==> src/rtl/irq_dispatch_pkg.sv <==
// Shared types and constants for the interrupt dispatch stage.
// Optional timeout behaviour is selected in irq_dispatch by IRQ_DISPATCH_TIMEOUT_EN.
package irq_dispatch_pkg;

    typedef enum logic [1:0] {
        IDLE    = 2'd0,
        QUAL    = 2'd1,
        REQ     = 2'd2,
        SERVICE = 2'd3
    } state_t;

    localparam logic [1:0] GRP_A = 2'd0;
    localparam logic [1:0] GRP_B = 2'd1;
    localparam logic [1:0] GRP_C = 2'd2;

    localparam int NUM_CHAN = 9;
    localparam int VEC_W    = 5;

    // Linear vector: grp * NUM_CHAN + chan; at most 2*9+8 = 26 for valid channels.
    function automatic logic [VEC_W-1:0] grp_chan_to_vec(input logic [1:0] grp,
                                                         input logic [3:0] chan);
        return ({3'd0, grp} * 5'(NUM_CHAN)) + {1'b0, chan};
    endfunction

endpackage

==> src/rtl/irq_vec_encode.sv <==
// Combinational group select and vector encode of the priority controller outputs.
// Shared by the qualify compare and the vector latch in irq_dispatch.
module irq_vec_encode
    import irq_dispatch_pkg::*;
(
    input  logic             pa,
    input  logic             pb,
    input  logic             pc,
    input  logic [3:0]       chan,
    output logic             valid,
    output logic [1:0]       grp,
    output logic [VEC_W-1:0] vec,
    output logic             chan_ok
);

    // Fixed-priority group select with vector arithmetic.
    always_comb begin
        valid   = pa | pb | pc;
        grp     = GRP_A;
        if (pa) begin
            grp = GRP_A;
        end else if (pb) begin
            grp = GRP_B;
        end else if (pc) begin
            grp = GRP_C;
        end else begin
            grp = GRP_A;
        end
        chan_ok = (chan < 4'(NUM_CHAN));
        vec     = grp_chan_to_vec(grp, chan);
    end

endmodule

==> src/rtl/irq_dispatch.sv <==
// Two-sample qualification and req/ack/eoi dispatch of the winning interrupt.
// Define IRQ_DISPATCH_TIMEOUT_EN to abandon unacknowledged requests and expose timeout_err.
module irq_dispatch
    import irq_dispatch_pkg::*;
#(
    parameter int CNT_W       = 8,
    parameter int ACK_TIMEOUT = 16
) (
    input  logic             clk,
    input  logic             rst,
    input  logic             pa,
    input  logic             pb,
    input  logic             pc,
    input  logic [3:0]       chan,
    input  logic             int_ack,
    input  logic             eoi,
    output logic             int_req,
    output logic [VEC_W-1:0] int_vec,
    output logic             busy,
    output logic             bad_chan,
    output logic [CNT_W-1:0] dispatch_cnt
`ifdef IRQ_DISPATCH_TIMEOUT_EN
    ,
    output logic             timeout_err
`endif
);

    state_t             state_r;
    state_t             state_s;
    logic [1:0]         cap_grp_r;
    logic [3:0]         cap_chan_r;
    logic               enc_valid_s;
    logic [1:0]         enc_grp_s;
    logic [VEC_W-1:0]   enc_vec_s;
    logic               enc_chan_ok_s;
    logic               same_s;
    logic               capture_s;
    logic               latch_s;
    logic               bad_s;
    logic               accept_s;
    logic               tmr_expire_s;

    irq_vec_encode u_enc (
        .pa      (pa),
        .pb      (pb),
        .pc      (pc),
        .chan    (chan),
        .valid   (enc_valid_s),
        .grp     (enc_grp_s),
        .vec     (enc_vec_s),
        .chan_ok (enc_chan_ok_s)
    );

    assign same_s = (enc_grp_s == cap_grp_r) && (chan == cap_chan_r);

`ifdef IRQ_DISPATCH_TIMEOUT_EN
    localparam int TMR_W = $clog2(ACK_TIMEOUT) + 1;
    logic [TMR_W-1:0] tmr_r;

    assign tmr_expire_s = (tmr_r == TMR_W'(ACK_TIMEOUT - 1));

    // REQ dwell counter and sticky timeout flag; an ack in the expiry cycle wins.
    always_ff @(posedge clk or posedge rst) begin
        if (rst) begin
            tmr_r       <= {TMR_W{1'b0}};
            timeout_err <= 1'b0;
        end else begin
            if (latch_s) begin
                tmr_r <= {TMR_W{1'b0}};
            end else if (state_r == REQ) begin
                tmr_r <= tmr_r + TMR_W'(1);
            end else begin
                tmr_r <= tmr_r;
            end
            if ((state_r == REQ) && (state_s == IDLE)) begin
                timeout_err <= 1'b1;
            end else begin
                timeout_err <= timeout_err;
            end
        end
    end
`else
    assign tmr_expire_s = 1'b0;
`endif

    // Next-state and per-cycle action decode.
    always_comb begin
        state_s   = state_r;
        capture_s = 1'b0;
        latch_s   = 1'b0;
        bad_s     = 1'b0;
        accept_s  = 1'b0;
        case (state_r)
            IDLE: begin
                if (enc_valid_s) begin
                    state_s   = QUAL;
                    capture_s = 1'b1;
                end else begin
                    state_s = IDLE;
                end
            end
            QUAL: begin
                if (!enc_valid_s) begin
                    state_s = IDLE;
                end else if (same_s) begin
                    if (enc_chan_ok_s) begin
                        state_s = REQ;
                        latch_s = 1'b1;
                    end else begin
                        state_s = IDLE;
                        bad_s   = 1'b1;
                    end
                end else begin
                    state_s   = QUAL;
                    capture_s = 1'b1;
                end
            end
            REQ: begin
                if (int_ack) begin
                    state_s  = SERVICE;
                    accept_s = 1'b1;
                end else if (tmr_expire_s) begin
                    state_s = IDLE;
                end else begin
                    state_s = REQ;
                end
            end
            SERVICE: begin
                if (eoi) begin
                    state_s = IDLE;
                end else begin
                    state_s = SERVICE;
                end
            end
            default: begin
                state_s = IDLE;
            end
        endcase
    end

    // State, capture registers and registered outputs derived from the next state.
    always_ff @(posedge clk or posedge rst) begin
        if (rst) begin
            state_r      <= IDLE;
            cap_grp_r    <= 2'd0;
            cap_chan_r   <= 4'd0;
            int_req      <= 1'b0;
            int_vec      <= {VEC_W{1'b0}};
            busy         <= 1'b0;
            bad_chan     <= 1'b0;
            dispatch_cnt <= {CNT_W{1'b0}};
        end else begin
            state_r  <= state_s;
            int_req  <= (state_s == REQ);
            busy     <= (state_s != IDLE);
            bad_chan <= bad_s;
            if (capture_s) begin
                cap_grp_r  <= enc_grp_s;
                cap_chan_r <= chan;
            end else begin
                cap_grp_r  <= cap_grp_r;
                cap_chan_r <= cap_chan_r;
            end
            if (latch_s) begin
                int_vec <= enc_vec_s;
            end else if (state_s == IDLE) begin
                int_vec <= {VEC_W{1'b0}};
            end else begin
                int_vec <= int_vec;
            end
            if (accept_s) begin
                dispatch_cnt <= dispatch_cnt + CNT_W'(1);
            end else begin
                dispatch_cnt <= dispatch_cnt;
            end
        end
    end

endmodule

==> config.mk <==
export PLATFORM = sky130hd
export DESIGN_NAME = irq_dispatch
export DESIGN_NICKNAME = d
export VERILOG_FILES = /design/src/rtl/irq_dispatch_pkg.sv /design/src/rtl/irq_vec_encode.sv /design/src/rtl/irq_dispatch.sv
export SDC_FILE = /design/constraint.sdc
export NUM_CORES = 1
export LEC_CHECK = 0
export ABC_CLOCK_PERIOD_IN_PS = 2000
export CAP_MARGIN = 20
export CORE_MARGIN = 2
export CORE_UTILIZATION = 49
export CTS_CLUSTER_SIZE = 28
export DETAILED_ROUTE_END_ITERATION = 6
export GPL_TIMING_DRIVEN = 0
export PLACE_DENSITY = 0.83
export SETUP_SLACK_MARGIN = 0.02
export SYNTH_ARGS = -nofsm -noshare
export SYNTH_HDL_FRONTEND = slang
export SYNTH_SLANG_ARGS = --single-unit
==> constraint.sdc <==
create_clock -name clk -period 2 [get_ports clk]
set_input_delay 0.2 -clock clk [delete_from_list [all_inputs] [get_ports clk]]
set_output_delay 0.2 -clock clk [all_outputs]
set_load 0.02 [all_outputs]
[Word level (Yosys, flattened, before mapping)]
Cells that the tools add are included.
Operators by class
  multiplexer cells: 26
  equality and inequality tests: 6
  reductions and logical operators: 5
  bitwise gates (word level): 2
  add/subtract/negate cells: 2
  $mul: 1
  magnitude comparators: 1
Operators by type and width (number)
  two-way mux 1 bit: 15
  two-way mux 2 bit: 7
  two-way mux 5 bit: 2
  adder 8 x 1 -> 8 bit, second input constant: 1
  one-hot mux 2 bit (4 select lines): 1
  equality test 2 bit, second input constant: 3
  adder 5 x 4 -> 5 bit: 1
  multiplier 2 x 4 -> 5 bit, second input constant: 1
  equality test 4 bit: 1
  zero test 2 bit: 2
  < comparator 4 bit, second input constant: 1
  nonzero test 2 bit: 2
  equality test 2 x 1 -> 1 bit, second input constant: 1
  equality test 2 bit: 1
  OR 1 bit: 2
  one-hot mux 1 bit (2 select lines): 1
  logical AND 1 bit: 1
Storage, ports and cells
  register bits: 24
  bits of input ports: 11

[Depth between registers and ports, before layout]
  word-level depth: 11
  depth in mapped cells: 10

[Modules after synthesis]
Synthesis repeated with hierarchy kept, for this count alone.
Second synthesis, totals
  cell total of the unflattened synthesis: 130
  area total of the unflattened synthesis: 1286.2 sq um
Modules (own cells, without submodules)
  irq_dispatch: times used 1, cells an instance 110, area each 1112.3 sq um
  irq_vec_encode: times used 1, cells an instance 20, area each 173.9 sq um

[Least setup slack after synthesis]
OpenSTA, ideal clock, no wires.
  path kind: input to register
  start: input port pb
  end: register int_vec[3]
  path buffers: 0
  stages on the path: 10
  setup slack: 417 ps
  arrival time: 1457 ps
  cells stage by stage: nor2_1 > nand2_1 > inv_1 > ha_1 > ha_1 > inv_1 > fa_1 > xnor2_1 > nand4_1 > o21ai_0
Between the ends
  longest elaborated chain between the ends: 9
  elaborated cells on any way between the ends: 18
  those cells by class: add/sub (1); mul (1); eq/ne (1); mux (10); bitwise (2); reduce/logical (3)
Ends and longest elaborated chain
  from (decl): RTL line irq_dispatch.sv:12  | input logic pb,
  two-way mux 2 bit *: RTL line irq_vec_encode.sv:22  | end else if (pb) begin
  two-way mux 2 bit *: RTL line irq_vec_encode.sv:20  | if (pa) begin
  via enc_grp_s[1]: RTL line irq_dispatch.sv:33  | logic [1:0] enc_grp_s;
  branches (longest 7 deep; another with multiplier 2 x 4 -> 5 bit)
  to (signal assigned): RTL line irq_dispatch.sv:165  | int_vec <= enc_vec_s;
  to (signal assigned): RTL line irq_dispatch.sv:167  | int_vec <= {VEC_W{1'b0}};
  to (signal assigned): RTL line irq_dispatch.sv:169  | int_vec <= int_vec;
  to (decl): RTL line irq_dispatch.sv:18  | output logic [VEC_W-1:0] int_vec,
Mark *: on every way through the listed nets, which the timed path passes.
A chain may end at the register's enable or synchronous reset.

[Worst setup path in the final report]
  start: input port pc
  end: register int_vec[3]
Between the ends
  longest elaborated chain between the ends: 10
  elaborated cells on any way between the ends: 18
  those cells by class: add/sub (1); mul (1); eq/ne (1); mux (11); bitwise (1); reduce/logical (3)
Ends and longest elaborated chain
  from (decl): RTL line irq_dispatch.sv:13  | input logic pc,
  two-way mux 2 bit *: RTL line irq_vec_encode.sv:24  | end else if (pc) begin
  two-way mux 2 bit *: RTL line irq_vec_encode.sv:22
  two-way mux 2 bit *: RTL line irq_vec_encode.sv:20
  via enc_grp_s[1]: RTL line irq_dispatch.sv:33
  branches (longest 7 deep; another with multiplier 2 x 4 -> 5 bit)
Marked as above.

==> results by group <==
Synthesis
  • Synthesized area per cell: 10.4 um2
  • Yosys cell types: 32
  • Mapped Area: 1250 um2
  • Seq/Total Area, Yosys: 48.2%
  • Yosys reg bits: 24
  • Syn Inst Count: 120
  • Syn Nets: 138
  • Synth Warn #: 0

Drt
  • Antenna Nets Post-Route: 0
  • Wire per inst: 13.2 um
  • Vias: approximately 980
  • DRT iter0 DRCs: 13
  • WL final: 2360 um
  • Avg Vias per Cell: 5.46
  • DRC: 0
  • Initial DRT Pass Iterations: 4

Place
  • Pre-CTS setup slack: -0.303 ns
  • Gpl congestion: a little over 0.8
  • Port Buf Inserts: 26
  • Cell area after placement: ~1500 um2
  • HPWL Detailed: 1900 um

Cells and area
  • Share of layout cells above drive strength 1: 8.72%
  • Layout area overhead: 26.0%
  • Final core occ: between 60% and 70%
  • # diodes: 0
  • Most frequent cells in the layout: dfrtp_1, clkdlybuf4s50_1, nand2_1, xnor2_1, inv_1
  • Layout Nets: 169
  • Final instance area: 1570 um2

Timing
  • RSZ-0062 raised after global routing: no
  • Worst-Margin Slew: between 0.8 and 0.9 ns
  • Final setup margin: 0.155 ns
  • Max Freq: 0.542 GHz
  • Slew Limit Headroom: 42.1%
  • Final Cycle Share: 92.2%
  • Final Critical Period: 1.84 ns
  • Final setup TNS: 0 ns
  • Pins Over Slew Limit: 0
  • Final setup viols: 0
  • Final Hold Fails: 0
  • Skew final: slightly below 0.01 ns

Global route
  • Largest net degree at the start of global routing: 25
  • Vias in the first global route: about 1.0k
  • Gr ovfl total: 0
  • First-pass GRT wire length: 4220 um
  • Initial antenna violation count: 0
  • GRT Total Usage: 19.9%

Pwr
  • Clock share of power: 20.5%
  • Switching Share: 29.2%
  • P per Cell Area: 636 nW/um2
  • Pleak: 0.729 nW
  • Worst IR drop on VDD: 0.404 mV
  • Int Pwr: 0.708 mW
  • Flop pwr share: between 50% and 60%
  • P_sw: 0.292 mW
  • Pwr Total: 0.999 mW
  • Comb power frac: 23.5%

Die
  • CORE AREA: 2430 um2
  • Die X: 54.4 um
  • Initial Utilization: around 51%
  • Num rows: 18
  • I/O pin total: 27
  • Die H: between 50 and 60 um
  • Die ar.: 2960 um2

Outcome
  • Status: complete, no violations

Critical path
  • Worst Path Required: 2.23 ns
  • Worst EP arrival: 2.08 ns
  • FF-to-FF path depth: 5
  • Startpoint Class: input pin
  • Critical path class: input pin to flop
  • Worst-path maximum fanout: 3
  • CP endpoint kind: flop

CTS
  • Root buf cell: clkbuf_4
  • # H-tree levels: 1
  • Clk buf depth: 2
  • Worst skew pair latency: between 0.3 and 0.4 ns
  • Num CTS Buffers: 3
  • Clock-pin slew on the worst setup and hold paths: 0.13 ns
  • CTS tree: yes
  • Postcts setup bufs: 0
  • Clk sinks: 24

Hold path
  • Worst hold path stage count: 4
  • Worst Hold Class: input pin to flop

Job
  • Max-Cap Viols: 0
## final cells by class
class	count	area, um2
Sequential cell	24	601
Fill cell	209	862
Buffer	1	5.00
Clock buffer	3	22.5
Timing Repair Buffer	26	262
Tap cell	30	37.5
Inverter	8	30.0
Multi-Input combinational cell	87	613
## timing repair
action                                  in CTS  in global routing
endpoints found under the setup margin       1                  2
hold buffers                                 0                  0
gates cloned                                 0                  0
gates resized for setup                      1                  2
## state kept, by name, summed over array words and instances (netlist names)
| register | cells |
|---|---|
| cap_grp_r | 2 |
| state_r | 2 |
| bad_chan | 1 |
| busy | 1 |
| dispatch_cnt | 8 |
| cap_chan_r | 4 |
| int_vec | 5 |
| int_req | 1 |
## Yosys cell counts, drive strengths merged
| master | number | area (um2) |
|---|---|---|
| o21ai | 3 | 15.0 |
| nor3b | 1 | 7.51 |
| xnor2 | 10 | 87.6 |
| nand3 | 3 | 15.0 |
| a211oi | 1 | 7.51 |
| dfrtp | 24 | 601 |
| and4 | 1 | 8.76 |
| xor2 | 4 | 35.0 |
| o31a | 1 | 8.76 |
| inv | 8 | 30.0 |
| or3 | 1 | 11.3 |
| ha | 6 | 75.1 |
| o22ai | 4 | 25.0 |
| o31ai | 1 | 7.51 |
| nand2 | 21 | 78.8 |
| a31oi | 1 | 6.26 |
| fa | 1 | 20.0 |
| or2 | 1 | 6.26 |
| nand4 | 5 | 31.3 |
| and3 | 3 | 23.8 |
| nor2 | 5 | 18.8 |
| mux2 | 4 | 45.0 |
| a21oi | 2 | 21.3 |
| nor3 | 2 | 10.0 |
| o2111a | 1 | 11.3 |
| nand2b | 1 | 6.26 |
| nor2b | 2 | 12.5 |
| and3b | 1 | 8.76 |
| and2 | 1 | 6.26 |
| buf | 1 | 5.00 |
## power groups by stage
| stage | clock (mW) | combinational (mW) | sequential [mW] |
|---|---|---|---|
| 4_1_cts | 0.208 | 0.238 | 0.560 |
| 6_report | 0.205 | 0.235 | 0.559 |
| 5_1_grt | 0.226 | 0.265 | 0.567 |
| 3_5_place_dp | 0 | 0.237 | 0.570 |
| 2_1_floorplan | 0 | 0.116 | 0.589 |
| 3_3_place_gp | 0 | 0.231 | 0.567 |
## logic make-up after synthesis
| family | after synthesis | share of synthesized area [%] |
|---|---|---|
| AOI/OAI and AO/OA | 14 | 8.23 |
| xor gates and xnor gates | 14 | 9.84 |
| adders and majority gates | 7 | 7.63 |
| buffers and inverters | 9 | 2.81 |
| DFF | 24 | 48.2 |
| muxes | 4 | 3.61 |
| and+or+nand+nor | 48 | 19.7 |
## metal layers
| metal | vias to the layer above | track usage [%] | share of wire, % | wire [um] |
|---|---|---|---|---|
| met2 | 35 | 34.9 | 50 | 1170 |
| met4 | 0 | 8.75 | 1.8 | 43 |
| met5 | - | 0 | 0 | 0 |
| li1 | 473 | - | - | - |
| met1 | 464 | 24.2 | 43 | 1010 |
| met3 | 5 | 2.46 | 5.5 | 131 |
## final timing paths
kind                                        startpoint                     endpoint  slack [ns]
max reg2reg                  cap_chan_r[2]$_DFFE_PP0P_       int_vec[2]$_DFFE_PP0P_        0.25
max                                                 pc       int_vec[3]$_DFFE_PP0P_        0.16
min                                                 pb     cap_grp_r[1]$_DFFE_PP0P_        0.35
min in group asynchronous                          rst           bad_chan$_DFF_PP0_        0.36
min reg2reg                dispatch_cnt[7]$_DFFE_PP0P_  dispatch_cnt[7]$_DFFE_PP0P_        0.49
max in group asynchronous                          rst  dispatch_cnt[5]$_DFFE_PP0P_        1.11
## stage by stage
step | instances | hold WS [ns]
floorplan | 120 | 0.215
global placement | 176 | 0.464
detailed placement | 176 | 0.482
CTS | 179 | 0.399
global route | 179 | 0.387
finish | 179 | 0.350
## worst max-delay path: stages
cell,delay (ns)
clkdlybuf4s50_1,0.45
nand2_1,0.13
inv_1,0.09
ha_1,0.29
ha_1,0.16
inv_1,0.05
fa_1,0.38
xnor2_1,0.14
nand4_1,0.10
o21ai_0,0.09
No activity file was read; power rests on OpenSTA's default activity.
